$ cat config.mk
export PLATFORM = sky130hd
export DESIGN_NAME = rv_mem_arbiter
export DESIGN_NICKNAME = d
export VERILOG_FILES = /design/src/rtl/rv_defs.sv /design/src/rtl/rv_arb_starve_cnt.sv /design/src/rtl/rv_mem_arbiter.sv
export SDC_FILE = /design/constraint.sdc
export NUM_CORES = 1
export LEC_CHECK = 0
export CAP_MARGIN = 15
export CORE_MARGIN = 10
export CORE_UTILIZATION = 41
export CTS_CLUSTER_SIZE = 28
export DETAILED_ROUTE_END_ITERATION = 10
export PLACE_DENSITY = 0.8
export SYNTH_ARGS = -nofsm -noshare
export SYNTH_HDL_FRONTEND = slang
export SYNTH_HIERARCHICAL = 1
export SYNTH_SLANG_ARGS = --single-unit
$ cat constraint.sdc
create_clock -name clk_i -period 5.93 [get_ports clk_i]
set_input_delay 0.593 -clock clk_i [delete_from_list [all_inputs] [get_ports clk_i]]
set_output_delay 0.593 -clock clk_i [all_outputs]
set_load 0.005 [all_outputs]
$ cat src/rtl/rv_defs.sv
// Shared encodings for the memory arbiter: FSM states, bus owner and the
// default starvation limit.
package rv_defs;

    localparam int unsigned ARB_STARVE_LIMIT_DEF = 4;

    typedef enum logic [1:0] {
        ARB_IDLE = 2'd0,
        ARB_REQ  = 2'd1,
        ARB_WAIT = 2'd2
    } arb_state_e;

    typedef enum logic {
        ARB_OWN_I = 1'b0,
        ARB_OWN_D = 1'b1
    } arb_owner_e;

endpackage

$ cat src/rtl/rv_arb_starve_cnt.sv
// Saturating count of data grants taken while a fetch waits; force_fetch_o
// tells the arbiter the fetch must win the next arbitration.
module rv_arb_starve_cnt
    import rv_defs::*;
#(
    parameter int unsigned STARVE_LIMIT = ARB_STARVE_LIMIT_DEF
) (
    input  logic clk_i,
    input  logic rst_i,
    input  logic clr_i,
    input  logic inc_i,
    output logic force_fetch_o
);

    localparam logic [3:0] LIMIT = 4'(STARVE_LIMIT);

    logic [3:0] cnt_q;

    always_ff @(posedge clk_i or posedge rst_i) begin
        if (rst_i) begin
            cnt_q <= '0;
        end else if (clr_i) begin
            cnt_q <= '0;
        end else if (inc_i && (cnt_q != LIMIT)) begin
            cnt_q <= cnt_q + 4'd1;
        end
    end

    assign force_fetch_o = (cnt_q == LIMIT);

endmodule

$ cat src/rtl/rv_mem_arbiter.sv
// Shares one single-port memory bus between the fetch and data ports of the
// core. Data wins by default; the starvation counter guarantees fetch progress.
//
// state    | meaning
// ARB_IDLE | no transaction; arbitrate and latch the winner's request
// ARB_REQ  | mem_req_o held with stable address/data until mem_gnt_i
// ARB_WAIT | granted; waiting for mem_rvalid_i to produce the done pulse
module rv_mem_arbiter
    import rv_defs::*;
#(
    parameter int unsigned STARVE_LIMIT = ARB_STARVE_LIMIT_DEF
) (
    input  logic        clk_i,
    input  logic        rst_i,
    input  logic [31:0] im_addr_i,
    input  logic        im_rd_i,
    input  logic        im_kill_i,
    output logic [31:0] im_data_o,
    output logic        im_valid_o,
    input  logic [31:0] dm_addr_i,
    input  logic [31:0] dm_data_s_i,
    input  logic [3:0]  dm_data_select_i,
    input  logic        dm_load_i,
    input  logic        dm_store_i,
    output logic        dm_ready_o,
    output logic [31:0] dm_data_l_o,
    output logic        dm_load_done_o,
    output logic        dm_store_done_o,
    output logic [31:0] mem_addr_o,
    output logic [31:0] mem_wdata_o,
    output logic [3:0]  mem_be_o,
    output logic        mem_we_o,
    output logic        mem_req_o,
    input  logic        mem_gnt_i,
    input  logic        mem_rvalid_i,
    input  logic [31:0] mem_rdata_i
);

    arb_state_e state_q, state_d;
    arb_owner_e owner_q, owner_d;
    logic       kill_q, kill_d;
    logic       req_d, we_d, im_valid_d, load_done_d, store_done_d, ready_d;
    logic [31:0] addr_d, wdata_d, im_data_d, load_data_d;
    logic [3:0] be_d;
    logic       starve_inc, starve_clr, force_fetch;
    logic       dm_req;

    assign dm_req = dm_load_i | dm_store_i;

    rv_arb_starve_cnt #(
        .STARVE_LIMIT (STARVE_LIMIT)
    ) u_starve (
        .clk_i         (clk_i),
        .rst_i         (rst_i),
        .clr_i         (starve_clr),
        .inc_i         (starve_inc),
        .force_fetch_o (force_fetch)
    );

    always_comb begin
        state_d      = state_q;
        owner_d      = owner_q;
        kill_d       = kill_q;
        req_d        = mem_req_o;
        addr_d       = mem_addr_o;
        wdata_d      = mem_wdata_o;
        be_d         = mem_be_o;
        we_d         = mem_we_o;
        im_valid_d   = 1'b0;
        im_data_d    = im_data_o;
        load_done_d  = 1'b0;
        store_done_d = 1'b0;
        load_data_d  = dm_data_l_o;
        starve_inc   = 1'b0;
        starve_clr   = 1'b0;

        case (state_q)
            ARB_IDLE: begin
                kill_d     = 1'b0;
                starve_clr = !im_rd_i;
                if (im_rd_i && (force_fetch || !dm_req)) begin
                    owner_d    = ARB_OWN_I;
                    addr_d     = im_addr_i & ~32'h3;
                    wdata_d    = '0;
                    be_d       = 4'hF;
                    we_d       = 1'b0;
                    req_d      = 1'b1;
                    starve_clr = 1'b1;
                    state_d    = ARB_REQ;
                end else if (dm_req) begin
                    // a store wins over a simultaneous (illegal) load
                    owner_d    = ARB_OWN_D;
                    addr_d     = dm_addr_i & ~32'h3;
                    wdata_d    = dm_data_s_i;
                    be_d       = dm_store_i ? dm_data_select_i : 4'hF;
                    we_d       = dm_store_i;
                    req_d      = 1'b1;
                    starve_inc = im_rd_i;
                    state_d    = ARB_REQ;
                end
            end
            ARB_REQ: begin
                if ((owner_q == ARB_OWN_I) && im_kill_i) kill_d = 1'b1;
                if (mem_gnt_i) begin
                    req_d   = 1'b0;
                    state_d = ARB_WAIT;
                end
            end
            ARB_WAIT: begin
                if ((owner_q == ARB_OWN_I) && im_kill_i) kill_d = 1'b1;
                if (mem_rvalid_i) begin
                    state_d = ARB_IDLE;
                    kill_d  = 1'b0;
                    if (owner_q == ARB_OWN_I) begin
                        if (!kill_q && !im_kill_i) begin
                            im_valid_d = 1'b1;
                            im_data_d  = mem_rdata_i;
                        end
                    end else if (mem_we_o) begin
                        store_done_d = 1'b1;
                    end else begin
                        load_done_d = 1'b1;
                        load_data_d = mem_rdata_i;
                    end
                end
            end
            default: state_d = ARB_IDLE;
        endcase

        ready_d = (state_d == ARB_IDLE);
    end

    always_ff @(posedge clk_i or posedge rst_i) begin
        if (rst_i) begin
            state_q         <= ARB_IDLE;
            owner_q         <= ARB_OWN_I;
            kill_q          <= 1'b0;
            mem_req_o       <= 1'b0;
            mem_addr_o      <= '0;
            mem_wdata_o     <= '0;
            mem_be_o        <= '0;
            mem_we_o        <= 1'b0;
            im_valid_o      <= 1'b0;
            im_data_o       <= '0;
            dm_load_done_o  <= 1'b0;
            dm_store_done_o <= 1'b0;
            dm_data_l_o     <= '0;
            dm_ready_o      <= 1'b1;
        end else begin
            state_q         <= state_d;
            owner_q         <= owner_d;
            kill_q          <= kill_d;
            mem_req_o       <= req_d;
            mem_addr_o      <= addr_d;
            mem_wdata_o     <= wdata_d;
            mem_be_o        <= be_d;
            mem_we_o        <= we_d;
            im_valid_o      <= im_valid_d;
            im_data_o       <= im_data_d;
            dm_load_done_o  <= load_done_d;
            dm_store_done_o <= store_done_d;
            dm_data_l_o     <= load_data_d;
            dm_ready_o      <= ready_d;
        end
    end

endmodule

==> results of run 1 <==
[logic make-up (layout without fill, tap and decap cells)]
family	count (synthesis)	count (layout)	share of synthesized area, %
buffers and inverters	45	320	3.64
muxes	64	64	12.3
DFF	144	144	61.3
AOI/OAI and AO/OA	150	150	16.5
adders and majority gates	6	6	1.28
other	1	2	0.0638
and+or+nand+nor	59	59	4.94
[worst max path at each step]
stage / from / to / slack (ns) / cells past startpoint
2_1_floorplan: rst_i / dm_data_l_o[0] / 1.59 / 1
5_1_grt: im_rd_i / u_starve/cnt_q[3] / 2.82 / 7
3_3_place_gp: im_rd_i / u_starve/cnt_q[3] / 2.68 / 7
3_5_place_dp: im_rd_i / u_starve/cnt_q[3] / 2.59 / 7
4_1_cts: im_rd_i / u_starve/cnt_q[3] / 3.03 / 7
6_report: im_rd_i / u_starve/cnt_q[3] / 3.00 / 7
[synth_stat cells, types with 2 or more instances]
library cell / n / area [um^2]
a21o_1: 3 / 22.5
a21o_2: 2 / 17.5
a21oi_1: 36 / 180
a22o_1: 32 / 280
a31oi_1: 30 / 188
buf_2: 15 / 75.1
buf_4: 7 / 52.6
clkbuf_1: 13 / 48.8
dfrtp_1: 143 / 3580
ha_1: 6 / 75.1
inv_1: 9 / 33.8
mux2_2: 63 / 709
nand2_1: 11 / 41.3
nand3_1: 3 / 15.0
nor2_1: 33 / 124
nor2b_1: 2 / 12.5
nor3_1: 2 / 10.0
o21ai_0: 37 / 185
[sequential cells by signal, summed over array words and instances, names as in the netlist]
signal	flops
dm_data_l_o	32
dm_load_done_o	1
dm_ready_o	1
dm_store_done_o	1
im_data_o	32
im_valid_o	1
kill_q	1
mem_addr_o	30
mem_be_o	4
mem_req_o	1
mem_wdata_o	32
mem_we_o	1
owner_q	1
state_q	2
u_starve/cnt_q	4
[per-stage QoR]
stage / setup WS (ns) / util [%] / cells
after floorplan: 1.59 / - / 470
after global placement: 2.68 / 62.3 / 894
after detailed placement: 2.59 / 62.3 / 894
after CTS: 3.03 / 66.9 / 925
after global routing: 2.82 / 66.9 / 925
final: 3.00 / 66.9 / 925
[tightest hold or removal path: stages, from the launching register on]
cell and delay (ns):
dfrtp_1 0.34, nand2_1 0.05, nand2_1 0.05
[power by group]
part | total (mW) | switching, mW | internal [mW]
Clock | 1.15 | 0.409 | 0.746
Combinational | 2.04 | 0.806 | 1.24
Sequential | 1.71 | 0.266 | 1.45
Total | 4.91 | 1.48 | 3.43
[final cells by class]
class,instances,area [um^2]
Fill cell,1014,4630
Sequential cell,144,3600
Timing Repair Buffer,279,2770
Multi-Input combinational cell,281,2070
Clock buffer,18,429
Tap cell,180,225
Clock inverter,13,210
Inverter,10,42.5
[per-layer routing]
metal | up-vias | track usage [%] | wire [um]
li1 | 2223 | - | -
met1 | 2367 | 21.4 | 7280
met2 | 267 | 30.1 | 9100
met3 | 28 | 9.32 | 2270
met4 | 0 | 7.17 | 403
met5 | - | 1.31 | 0
==> results.cfg, run 1 <==
[clock_tree]
clockRootBuffer = clkbuf_16
cts_buffer_depth = 2
cts_buffers = 17
clock-sinks = 144
clock_latency_ns = 0.42
clk_pin_slew_ns = 0.06
post_cts_buffers = 0
cts_hold_buffers = 0
htree_levels = 4
cts_tree = done
post_cts_resized = 0

[critical_path]
cp_top_family = buffers and inverters
crit_chain = clkdlybuf4s50_1 > buf_4 > inv_1 > nor3_1 > nand4_1 > or3_1 > a21oi_1
critPathMaxStageDelay_ns = 0.68
endpoint_kind = register
startpoint_type = input port
required_ns = 6.26
cp.arrival_ns = 3.27
path_buf_inv = 3
reg2regPathDepth = 9
worst_r2r_endpoint = u_starve/cnt_q[3]
rrSetupSlack_ns = 3.63
crit_slowest_cell = nor3_1
worstSetupPathType = in2reg
timing.rr.start = u_starve/cnt_q[0]
crit_path_max_fanout = 37

[global_route]
grt_pass1_wl_mm = 29.6
overflow = 0
grt_max_degree = 77
antenna_found_initial = 0
grt_usage_pct = 19.0
grt_pass1_vias = 5281

[timing]
fin_worst_skew_ns = 0.00906
slew_headroom_pct = 43.4
hold_viol_final = 0
setup_viol = 0
fmax_mhz = 341
worstMarginPinSlew_ns = 0.848
fin_crit_sh_pct = 49.5
slew_violations = 0
rsz0062_at_grt = no
whs_ns = 0.468
tns_ns = 0
min_period_ns = 2.93

[power]
p_per_area_nw_per_um2 = 525
peakVddDrop_v = 0.000286
finalPower_mw = 4.91
p_leak_nw = 4.07

[floorplan]
die_y_um = 140
io_pins = 278
core.rowCount = 43
core_um2 = 14000
start_util_pct = 42.0
die_x_um = 140
die_area_um2 = 19500

[yosys]
postSynthAreaPerCell_um2 = 12.5
syn_area_um2 = 5880
synthFlopType = dfrtp_1
synth-edff-count = 0
synthArstFlopShare_pct = 100
synth_seq_cells = 144
synth.distinct_cells = 40
yosys_warnings = 6
postSynthCellCount = 469
ys_seq_area_share_pct = 61.3

[placed_design]
dp.final_hpwl_mm = 14.0
place.gp.congestion = 0.804
port_buffers = 271
placed_area_um2 = 8710

[route]
via_per_inst = 5.28
antenna_left = 0
avgRoutedWirePerCell_um = 20.6
route.vias.total = 4885
drt_pass1_iterations = 4
drc = 0
dr.first_iter.drc_count = 253
drt-total-wl_mm = 19.1

[hold_path]
worstHoldStart = mem_be_o[3]
worstHoldPathType = reg2reg
min_to = mem_be_o[3]
whs_path_depth = 2

[cells_and_area]
layout_commonest_cell = clkdlybuf4s50_1
num_antenna_cells = 0
area_growth_pct = 59.1
nets = 879
drive_above_1_share_pct = 15.2
final_area_um2 = 9350
layout_common_cells = 271 x clkdlybuf4s50_1, 143 x dfrtp_1, 63 x mux2_2, 37 x o21ai_0, 36 x a21oi_1

[flow_run]
cap_violations = 0

[outcome]
status = completed
Note: power is estimated with default switching activity, not from simulation.
==> inputs of run 2 (changes only) <==
Settings changed: CORE_UTILIZATION 41 to 37, PLACE_DENSITY 0.8 to 0.76.
Clock period 5.93 ns to 2.5 ns, I/O delays scaled along.
==> run 2 against run 1 <==
Combinational power is 140% higher. Setup slack got worse by 2.6 ns. Critical path type is now reg2reg. Routed wire length rose by 0.85%. Largest power group unchanged. Die area rose by 9.2%. Cell count is 4.5% higher. Global-route usage fell by 1.1 points. Clock power rose by 130%. Sequential power up 140%. First-iteration DRC count decreased by 20%. Design area rose by 1.2%.
==> results.cfg, run 2 (synthesis results as in run 1) <==
[outcome]
status = completed

[timing]
rsz0062_at_grt = no
setup_viol = 0
min_period_ns = 2.13
fin_worst_skew_ns = 0.0121
fin_crit_sh_pct = 85.1
worstMarginPinSlew_ns = 0.742
slew_headroom_pct = 50.6
slew_violations = 0
tns_ns = 0
fmax_mhz = 470
hold_viol_final = 0
setup_ws_ns = 0.373

[critical_path]
startpoint_type = register
cp.arrival_ns = 2.47
worstSetupPathType = reg2reg
reg2regPathDepth = 8
crit_path_max_fanout = 18
endpoint_kind = register
required_ns = 2.84

[placed_design]
dp_slack_ns = 0.151
port_buffers = 271
place.gp.congestion = 0.807
placed_area_um2 = 8830
dp.final_hpwl_mm = 14.5

[route]
dr.max_layer_used = met4
drc = 0
dr.first_iter.drc_count = 203
met2_length_mm = 9.51
antenna_left = 0
drt-total-wl_mm = 19.2
drt_pass1_iterations = 5
route.vias.total = 4900
dr_wl_met3_mm = 1.79
avgRoutedWirePerCell_um = 19.9
via_per_inst = 5.07
wl_met1_mm = 7.51

[cells_and_area]
area_growth_pct = 60.9
final_area_um2 = 9460
nets = 884
drive_above_1_share_pct = 16.0
layout_commonest_cell = clkdlybuf4s50_1
post-route-util_pct = 60.2
layout_common_cells = 271 x clkdlybuf4s50_1, 143 x dfrtp_1, 63 x mux2_2, 37 x o21ai_0, 36 x a21oi_1
num_antenna_cells = 0
fill_cells = 1284
top_regs = dm_data_l_o (32), im_data_o (32), mem_wdata_o (32)

[clock_tree]
cts_buffers = 17
post_cts_resized = 0
clock-sinks = 144
clk_pin_slew_ns = 0.06
clock_latency_ns = 0.41
cts_hold_buffers = 0
htree_levels = 4
cts_buffer_depth = 2
cts_tree = done
post_cts_buffers = 0
clockRootBuffer = clkbuf_16

[global_route]
antenna_found_initial = 0
grt_usage_pct = 17.8
overflow = 0
grt_max_degree = 71
grt_pass1_vias = 5502
grt_pass1_wl_mm = 30.5

[floorplan]
core.rowCount = 46
io_pins = 278
die_area_um2 = 21300
start_util_pct = 37.4
die_y_um = 146
die_x_um = 146
core_um2 = 15700

[power]
peakVddDrop_v = 0.000640
finalPower_mw = 11.6
p_leak_nw = 4.10
p_per_area_nw_per_um2 = 1220

[flow_run]
cap_violations = 0

[hold_path]
worstHoldPathType = in2async
-- run 2: final cells by class --
| cell class | count | area [um^2] | area share, % |
|---|---|---|---|
| flip-flops and latches | 144 | 3600 | 38.1 |
| well taps | 216 | 270 | 2.86 |
| clock buffers | 18 | 439 | 4.64 |
| inverters | 10 | 41.3 | 0.436 |
| multi-input cells | 281 | 2080 | 22.0 |
| repair buffers | 284 | 2850 | 30.1 |
| clock inverters | 14 | 181 | 1.92 |
-- run 2: report_power, final --
| part | leakage, nW | switching, mW | internal, mW |
|---|---|---|---|
| combinational | 1.99 | 1.94 | 2.97 |
| clock | 0.304 | 1.01 | 1.62 |
| sequential | 1.81 | 0.617 | 3.43 |
-- run 2: through the flow --
stage          hold WS [ns]  instances
2_1_floorplan        0.0161        470
3_3_place_gp          0.453        935
3_5_place_dp          0.459        935
4_1_cts               0.109        967
5_1_grt               0.122        967
6_report              0.124        967
-- run 2: final timing paths --
check / endpoint / slack (ns) / start
worst max register to register: mem_wdata_o[6] / 0.37 / u_starve/cnt_q[0]
max in group asynchronous: mem_addr_o[27] / 1.81 / rst_i
worst max-delay path: mem_wdata_o[6] / 0.37 / u_starve/cnt_q[0]
min in group clk_i: mem_addr_o[17] / 0.40 / dm_addr_i[17]
worst min-delay path: u_starve/cnt_q[3] / 0.12 / rst_i
worst min register to register: mem_be_o[1] / 0.47 / mem_be_o[1]
-- run 2: worst max-delay path, stage by stage (launching register included) --
cell,delay [ns]
dfrtp_1,0.39
inv_1,0.09
ha_1,0.24
nand3b_4,0.11
inv_2,0.06
o21bai_2,0.22
a21oi_4,0.46
buf_4,0.31
a22o_1,0.17
-- run 2: metal layers --
layer | global-route usage, % | vias to the layer above
met5 | 0 | -
met2 | 29.9 | 227
met4 | 5.86 | 0
li1 | - | 2230
met1 | 19.8 | 2419
met3 | 8.07 | 24
==> inputs of run 3 (changes only) <==
Settings changed: CORE_ASPECT_RATIO set to 1.2, CORE_MARGIN 10 to 1.
==> run 3 against run 2 <==
Clock skew shrank 0.0028 ns. Sequential cell count unchanged. Clock-buffer cell count unchanged. Critical path depth grew 1. Die area is 23% lower. Setup slack better by 0.080 ns. Critical path type unchanged. Highest routed layer unchanged.
==> results.cfg, run 3 (synthesis results as in run 1) <==
[power]
peakVddDrop_v = 0.000498
p_leak_nw = 4.06
p_int_mw = 7.71
p_seq_share_pct = 36.0
p_sw_mw = 3.48
p_per_area_nw_per_um2 = 1190
finalPower_mw = 11.2
power.combinational.fraction_pct = 42.7
clkPwrFrac_pct = 21.3
p_sw_share_pct = 31.1

[clock_tree]
clk_pin_slew_ns = 0.06
cts_buffers = 17
clockRootBuffer = clkbuf_16
cts_buffer_depth = 2
cts_hold_buffers = 0
clock-sinks = 144
htree_levels = 4
post_cts_buffers = 0
cts_tree = done
clock_latency_ns = 0.40
post_cts_resized = 0

[cells_and_area]
area_growth_pct = 59.6
fill_cells = 1222
drive_above_1_share_pct = 16.1
num_antenna_cells = 0
layout_commonest_cell = clkdlybuf4s50_1
top_regs = dm_data_l_o (32), im_data_o (32), mem_wdata_o (32)
post-route-util_pct = 60.2
layout_common_cells = 271 x clkdlybuf4s50_1, 143 x dfrtp_1, 63 x mux2_2, 37 x o21ai_0, 36 x a21oi_1
nets = 885

[route]
antenna_left = 0
via_per_inst = 5.08
route.vias.total = 4877
dr.first_iter.drc_count = 321
drt-total-wl_mm = 16.6
drt_pass1_iterations = 4
avgRoutedWirePerCell_um = 17.3
drc = 0

[global_route]
grt_max_degree = 100
grt_usage_pct = 20.6
overflow = 0
grt_pass1_vias = 5154
grt_pass1_wl_mm = 25.7
antenna_found_initial = 0

[timing]
fmax_mhz = 488
worstMarginPinSlew_ns = 0.549
setup_ws_ns = 0.453
whs_ns = 0.122
min_period_ns = 2.05
fin_crit_sh_pct = 81.9
slew_violations = 0
setup_viol = 0
rsz0062_at_grt = no
tns_ns = 0
fin_worst_skew_ns = 0.00936
hold_viol_final = 0
slew_headroom_pct = 63.4

[floorplan]
die_area_um2 = 16400
io_pins = 278
die_x_um = 117
die_y_um = 140
core.rowCount = 50
start_util_pct = 37.8
core_um2 = 15600

[hold_path]
worstHoldPathType = in2async

[critical_path]
worstSetupPathType = reg2reg
endpoint_kind = register
startpoint_type = register
crit_chain = inv_1 > ha_1 > nand3b_4 > inv_2 > o21bai_2 > buf_4 > a21oi_2 > buf_4 > a22o_1
path_common_cell = buf_4
cp.arrival_ns = 2.39
required_ns = 2.84
crit_slowest_cell = dfrtp_1
crit_path_max_fanout = 33
critPathMaxStageDelay_ns = 0.38

[flow_run]
cap_violations = 0

[placed_design]
dp_slack_ns = 0.352
dp.final_hpwl_mm = 12.1
port_buffers = 271
place.gp.congestion = 0.747

[outcome]
status = completed
-- run 3: per-layer routing --
layer / wire length (um) / share of wire, % / up-vias / track usage (%)
li1: - / - / 2239 / -
met1: 6170 / 37 / 2381 / 21.8
met2: 8460 / 51 / 234 / 36.7
met3: 1590 / 9.6 / 23 / 7.05
met4: 365 / 2.2 / 0 / 8.26
met5: 0 / 0 / - / 0
-- run 3: path summary, 6_finish.rpt --
kind	startpoint	endpoint	slack, ns	cells past startpoint
setup reg to reg	u_starve/cnt_q[0]	mem_wdata_o[18]	0.45	9
hold / removal	rst_i	u_starve/cnt_q[1]	0.12	2
min in group clk_i	dm_addr_i[10]	mem_addr_o[10]	0.40	3
max in group asynchronous	rst_i	mem_be_o[1]	1.70	3
setup / recovery	u_starve/cnt_q[0]	mem_wdata_o[18]	0.45	9
hold reg to reg	mem_be_o[1]	mem_be_o[1]	0.48	2
-- run 3: power groups by stage --
stage / clock network, mW / logic, mW / registers [mW]
floorplan: 0 / 1.93 / 4.09
CTS: 2.46 / 4.85 / 4.04
global placement: 0 / 4.69 / 4.02
global route: 2.55 / 5.21 / 4.17
finish: 2.38 / 4.77 / 4.03
detailed placement: 0 / 4.84 / 4.06
-- run 3: layout make-up --
type                            instances  area (um^2)  share of cell area [%]
Clock buffer                           18          439                    4.68
Clock inverter                         14          126                    1.35
Inverter                               10         41.3                   0.440
Multi-Input combinational cell        281         2070                    22.1
Sequential cell                       144         3600                    38.4
Tap cell                              208          260                    2.77
Timing Repair Buffer                  285         2840                    30.3
-- run 3: worst max-delay path: cells and delay by family, from the launching register on --
kind | cells | cell delay (ns)
AOI/OAI and AO/OA | 3 | 0.55
adders and majority gates | 1 | 0.23
buffers and inverters | 4 | 0.69
DFF | 1 | 0.38
and+or+nand+nor | 1 | 0.11
-- run 3: metrics by stage --
step	area, um^2	instances
floorplan	5890	470
global placement	8820	928
detailed placement	8820	928
CTS	9380	960
global route	9380	960
finish	9380	960
